**src/rtl/spi_slave_frame_driver.sv**
```systemverilog
// spi_slave_frame_driver
//   SPI slave that exchanges one fixed-length frame of DATA_WIDTH*FRAME_WORDS
//   bits per chip-select assertion. The SPI pins are asynchronous to clk and
//   are brought in through 2-flop synchronizers; sclk edges are detected in
//   the clk domain, so clk must run at least 4x sclk.
//
//   Optional feature: define SPI_SLAVE_FRAME_ERROR_EN to build the frame_err
//   logic (pulse on abort and on overrun in DONE). Without it frame_err is
//   tied to 0.
//
// Ports
//   clk        system clock
//   rst        synchronous active-high reset
//   tx_frame   frame returned to the master, word 0 in the MS slice
//   rx_frame   last complete frame received from the master
//   rx_valid   one-cycle pulse when rx_frame updates
//   busy       frame in progress (state ACTIVE)
//   frame_err  one-cycle error pulse (abort / overrun), optional
//   sclk       SPI clock (async)
//   mosi       master data (async)
//   cs         active-low chip select (async)
//   miso       slave data, MSB first
//
// state  | meaning
// IDLE   | waiting for cs low; tx shift register loaded on entry to ACTIVE
// ACTIVE | frame in progress, sampling mosi / shifting miso
// DONE   | full frame received, waiting for cs high; sclk edges ignored
module spi_slave_frame_driver #(
  parameter int DATA_WIDTH  = 8,
  parameter int FRAME_WORDS = 4,
  parameter bit CPOL        = 1'b0,
  parameter bit CPHA        = 1'b1
) (
  input  logic                              clk,
  input  logic                              rst,
  input  logic [DATA_WIDTH*FRAME_WORDS-1:0] tx_frame,
  output logic [DATA_WIDTH*FRAME_WORDS-1:0] rx_frame,
  output logic                              rx_valid,
  output logic                              busy,
  output logic                              frame_err,
  input  logic                              sclk,
  input  logic                              mosi,
  input  logic                              cs,
  output logic                              miso
);

  localparam int N  = DATA_WIDTH * FRAME_WORDS;
  localparam int CW = $clog2(N + 1);

  typedef enum logic [1:0] {IDLE, ACTIVE, DONE} state_t;

  state_t          state_q, state_d;
  logic [1:0]      sclk_sync_q, cs_sync_q, mosi_sync_q;
  logic            sclk_prev_q;
  logic [N-1:0]    tx_sr_q, tx_sr_d;
  logic [N-1:0]    rx_sr_q, rx_sr_d;
  logic [N-1:0]    rx_frame_q, rx_frame_d;
  logic [CW-1:0]   cnt_q, cnt_d;
  logic            first_q, first_d;
  logic            rx_valid_q, rx_valid_d;

  logic sclk_s, cs_s, mosi_s;
  logic lead_edge, trail_edge, sample_edge, shift_edge;

  // Synchronizers preset to the bus idle levels so reset never looks like a
  // cs assertion or an sclk edge.
  always_ff @(posedge clk) begin
    if (rst) begin
      sclk_sync_q <= {2{CPOL}};
      cs_sync_q   <= 2'b11;
      mosi_sync_q <= 2'b00;
      sclk_prev_q <= CPOL;
    end else begin
      sclk_sync_q <= {sclk_sync_q[0], sclk};
      cs_sync_q   <= {cs_sync_q[0], cs};
      mosi_sync_q <= {mosi_sync_q[0], mosi};
      sclk_prev_q <= sclk_sync_q[1];
    end
  end

  assign sclk_s = sclk_sync_q[1];
  assign cs_s   = cs_sync_q[1];
  assign mosi_s = mosi_sync_q[1];

  // Leading edge moves sclk away from its idle level.
  assign lead_edge   = (sclk_s != CPOL) && (sclk_prev_q == CPOL);
  assign trail_edge  = (sclk_s == CPOL) && (sclk_prev_q != CPOL);
  assign sample_edge = CPHA ? trail_edge : lead_edge;
  assign shift_edge  = CPHA ? lead_edge  : trail_edge;

`ifdef SPI_SLAVE_FRAME_ERROR_EN
  logic frame_err_q, frame_err_d;
`endif

  always_comb begin
    state_d    = state_q;
    tx_sr_d    = tx_sr_q;
    rx_sr_d    = rx_sr_q;
    rx_frame_d = rx_frame_q;
    cnt_d      = cnt_q;
    first_d    = first_q;
    rx_valid_d = 1'b0;
`ifdef SPI_SLAVE_FRAME_ERROR_EN
    frame_err_d = 1'b0;
`endif
    case (state_q)
      IDLE: begin
        if (!cs_s) begin
          tx_sr_d = tx_frame;
          rx_sr_d = '0;
          cnt_d   = '0;
          first_d = 1'b1;
          state_d = ACTIVE;
        end
      end
      ACTIVE: begin
        if (sample_edge) begin
          rx_sr_d = (rx_sr_q << 1) | N'(mosi_s);
          cnt_d   = cnt_q + 1'b1;
        end
        if (shift_edge) begin
          // With CPHA=1 the first leading edge only launches bit 0, which
          // is already on miso from the load.
          if (CPHA && first_q) first_d = 1'b0;
          else                 tx_sr_d = tx_sr_q << 1;
        end
        // A final sample edge coinciding with cs release still completes.
        if (sample_edge && (cnt_q == CW'(N - 1))) begin
          rx_frame_d = rx_sr_d;
          rx_valid_d = 1'b1;
          state_d    = cs_s ? IDLE : DONE;
        end else if (cs_s) begin
          state_d = IDLE;
`ifdef SPI_SLAVE_FRAME_ERROR_EN
          frame_err_d = 1'b1;
`endif
        end
      end
      DONE: begin
`ifdef SPI_SLAVE_FRAME_ERROR_EN
        if (sample_edge) frame_err_d = 1'b1;
`endif
        if (cs_s) state_d = IDLE;
      end
      default: state_d = IDLE;
    endcase
  end

  always_ff @(posedge clk) begin
    if (rst) begin
      state_q    <= IDLE;
      tx_sr_q    <= '0;
      rx_sr_q    <= '0;
      rx_frame_q <= '0;
      cnt_q      <= '0;
      first_q    <= 1'b0;
      rx_valid_q <= 1'b0;
    end else begin
      state_q    <= state_d;
      tx_sr_q    <= tx_sr_d;
      rx_sr_q    <= rx_sr_d;
      rx_frame_q <= rx_frame_d;
      cnt_q      <= cnt_d;
      first_q    <= first_d;
      rx_valid_q <= rx_valid_d;
    end
  end

`ifdef SPI_SLAVE_FRAME_ERROR_EN
  always_ff @(posedge clk) begin
    if (rst) frame_err_q <= 1'b0;
    else     frame_err_q <= frame_err_d;
  end
  assign frame_err = frame_err_q;
`else
  assign frame_err = 1'b0;
`endif

  assign rx_frame = rx_frame_q;
  assign rx_valid = rx_valid_q;
  assign busy     = (state_q == ACTIVE);
  assign miso     = (state_q == ACTIVE) ? tx_sr_q[N-1] : 1'b0;

endmodule

```
**config.mk**
```make
export PLATFORM = sky130hd
export DESIGN_NAME = spi_slave_frame_driver
export DESIGN_NICKNAME = d
export VERILOG_FILES = /design/src/rtl/spi_slave_frame_driver.sv
export SDC_FILE = /design/constraint.sdc
export NUM_CORES = 1
export LEC_CHECK = 0
export BUFFER_PORTS_ARGS = -buffer_cell sky130_fd_sc_hd__buf_2
export CAP_MARGIN = 15
export CORE_MARGIN = 4
export CORE_UTILIZATION = 34
export CTS_BUF_LIST = sky130_fd_sc_hd__clkbuf_8
export DETAILED_ROUTE_END_ITERATION = 7
export PLACE_DENSITY = 0.56
export SLEW_MARGIN = 10
export SYNTH_ARGS = -nofsm -noshare
export SYNTH_HDL_FRONTEND = slang
export SYNTH_SLANG_ARGS = --single-unit
```
**constraint.sdc**
```tcl
create_clock -name clk -period 3.48 [get_ports clk]
set_input_delay 0.348 -clock clk [delete_from_list [all_inputs] [get_ports clk]]
set_output_delay 0.348 -clock clk [all_outputs]
set_load 0.01 [all_outputs]
```
==> results by group <==
Synthesis
  • Biggest area consumer among synthesized cells: dfxtp_1
  • Post-synth ARST share: 0%
  • Synth top area share: 53.3%
  • Synth top cells by count: dfxtp_1, nor2_1, nand2_1
  • Avg Cell Area, Syn: 9.18 um^2
  • Synth Warn #: 0
  • Seq/Total Area, Yosys: 53.3%
  • Mapped Nets: 496
  • Predominant post-synthesis flop cell: dfxtp_1
  • Count leader, synth: dfxtp_1
  • Count of cell types in the netlist: 35
  • #FFs+latches synth: 112
  • Number of flops mapped to enable cells by yosys: 0
  • Post-synthesis cell count: 458
  • Synthesized area: 4210 um^2
  • Area contributors post-synth: dfxtp_1, mux2i_1, nor2_1

Worst hold path
  • Hold WC Path Type: in2reg

Finish
  • Fillers: 1249
  • Fin area: 4910 um^2
  • Final non-filler cell total: 682
  • Share of layout cells above drive strength 1: 20.2%
  • Post-layout nets: 547
  • Area added between synthesis and finish: 16.7%
  • Multi-input gate area: 1800 um^2
  • # diodes: 0
  • FF+latch area: 2240 um^2

Clocking
  • TritonCTS buffer count: 9
  • Post-CTS sizing: 0
  • CTS sink count: 112
  • Setup bufs post-CTS: 0
  • Post-CTS Hold Buffers: 0
  • TritonCTS clock tree: built
  • H-tree levels: 3
  • CTS root buf: clkbuf_8
  • Worst-path clk slew: 0.10 ns
  • CTS Buffer Depth: 2
  • Worst-Skew Late Latency: 0.38 ns

Global route
  • Overflow after GRT: 0
  • Pin count of the biggest net entering global routing: 85
  • Vias in the first global route: 3196
  • Initial antenna violation count: 0
  • Global Route Usage Sum: 12.4%
  • First-pass GRT wire length: 14.6 mm

Timing
  • Final worst-path cycle share: 69.0%
  • RSZ-0062 raised after global routing: false
  • Max-slew headroom: 42.8%
  • Maximum clock frequency: 417 MHz
  • Worst-Margin Slew: 0.858 ns
  • Final WS setup: 1.08 ns
  • Clock Skew: 0.0138 ns
  • Worst hold margin: 0.154 ns
  • Setup Viol. Count Final: 0
  • Setup TNS: 0 ns
  • Final slew viol count: 0
  • Hold Vio Cnt, Final: 0
  • Min Tclk post-route: 2.40 ns

Routing
  • Initial DRC Count: 179
  • DRC violations left: 0
  • Via count: 3248
  • Mean routed wirelength per cell: 12.2 um
  • DRT Wirelength: 8.29 mm
  • Vias per Instance: 4.76
  • Post-route ant nets: 0
  • DRT Pass-1 Iters: 4

Critical path
  • Setup crit start kind: flop
  • Critical Path AT: 2.05 ns
  • Setup CP Type: reg2out
  • Req. time, crit path: 3.13 ns
  • CP Capture Type: output port
  • CP max FO: 25

Floorplan
  • Core Rows: 40
  • Core Footprint: 12100 um^2
  • Die Ht: 119 um
  • I/O Pins: 73
  • Starting Density: 34.9%
  • Chip width: 119 um
  • DIE AREA: 14200 um^2

Placement
  • Post-DP HPWL: 5.33 mm
  • DP Area: 4660 um^2
  • I/O Buffers: 71
  • Placement Setup Slack: 1.38 ns
  • Gpl congestion: 0.746
  • Placed cell count: 665

Power and ir drop
  • Pwr per Cell Area: 472 nW/um^2
  • Max VDD drop: 224 uV
  • Leakage Power: 0.00181 uW

Status
  • Outcome: finished, final reports clean

Run
  • Max-cap violations: 0
==> final timing paths <==
| path | start | depth (start not counted) | to | slack, ns |
|---|---|---|---|---|
| worst min-delay path | cs | 2 | cs_sync_q[0] | 0.15 |
| worst min register to register | cs_sync_q[0] | 1 | cs_sync_q[1] | 0.42 |
| worst max register to register | state_q[0] | 6 | rx_frame[10] | 1.35 |
| worst max-delay path | state_q[0] | 4 | miso | 1.08 |
==> cell usage in the layout, fill, tap and decap left out, drive strengths merged, types with 2 or more instances in the layout <==
cell and instances:
dfxtp 112, buf 78, nor2 68, nand2 65
a21oi 39, a211oi 32, a22oi 31, mux2i 31
clkbuf 9, nor2b 8, o21ai 5, or2 5
nand2b 3, inv 3, and2 2, xor2 2
bufinv 2, nor3 2, clkinv 2
==> kinds of logic (layout without fill, tap and decap cells) <==
| group | after synthesis | count (layout) | share of synthesized area, % |
|---|---|---|---|
| flops | 112 | 112 | 53.3 |
| buf+inv | 38 | 94 | 4.14 |
| mux | 31 | 31 | 7.38 |
| xor+xnor | 2 | 2 | 0.417 |
| fa+ha+maj | 1 | 1 | 0.297 |
| compound gates | 111 | 111 | 17.4 |
| simple gates | 162 | 162 | 17.0 |
| other cells | 1 | 1 | 0.0892 |
==> stage by stage <==
step,utilization (%),total power [uW]
2_1_floorplan,-,1430
3_3_place_gp,38.6,1460
3_5_place_dp,38.6,1470
4_1_cts,40.5,2360
5_1_grt,40.7,2420
6_report,40.7,2320
==> critical path, cell delays in order, from the launching register on <==
cell and delay (ns):
dfxtp_2 0.60, buf_4 0.44, nor2b_1 0.34, and2_1 0.17, buf_2 0.12
==> report_power, final <==
part,internal (uW),total [uW],leakage (uW),switching [uW]
Sequential,1310,1320,0.000908,15.7
Combinational,51.7,116,0.000783,64.0
Clock,420,878,0.000118,457
Total,1780,2320,0.00181,537
==> sequential cells by signal, indices dropped and copies added (netlist names) <==
name and count:
state_q 2, rx_sr_q 31, cnt_q 6, mosi_sync_q 2
rx_valid 1, tx_sr_q 32, sclk_prev_q 1, first_q 1
sclk_sync_q 2, cs_sync_q 2, rx_frame 32
==> per-layer routing <==
| layer | global-route usage (%) | part of all wire, % | vias to the layer above |
|---|---|---|---|
| li1 | - | - | 1686 |
| met5 | 0 | 0 | - |
| met2 | 20.4 | 45 | 65 |
| met3 | 4.32 | 5.9 | 10 |
| met4 | 4.34 | 1.6 | 0 |
| met1 | 15.1 | 48 | 1487 |
==> cell type report <==
type	instances	area share [%]
Clock buffer	9	2.52
Clock inverter	7	2.27
Multi-Input combinational cell	308	36.7
Sequential cell	112	45.7
Tap cell	168	4.28
Timing Repair Buffer	78	8.52
No activity file was read; power rests on OpenSTA's default activity.
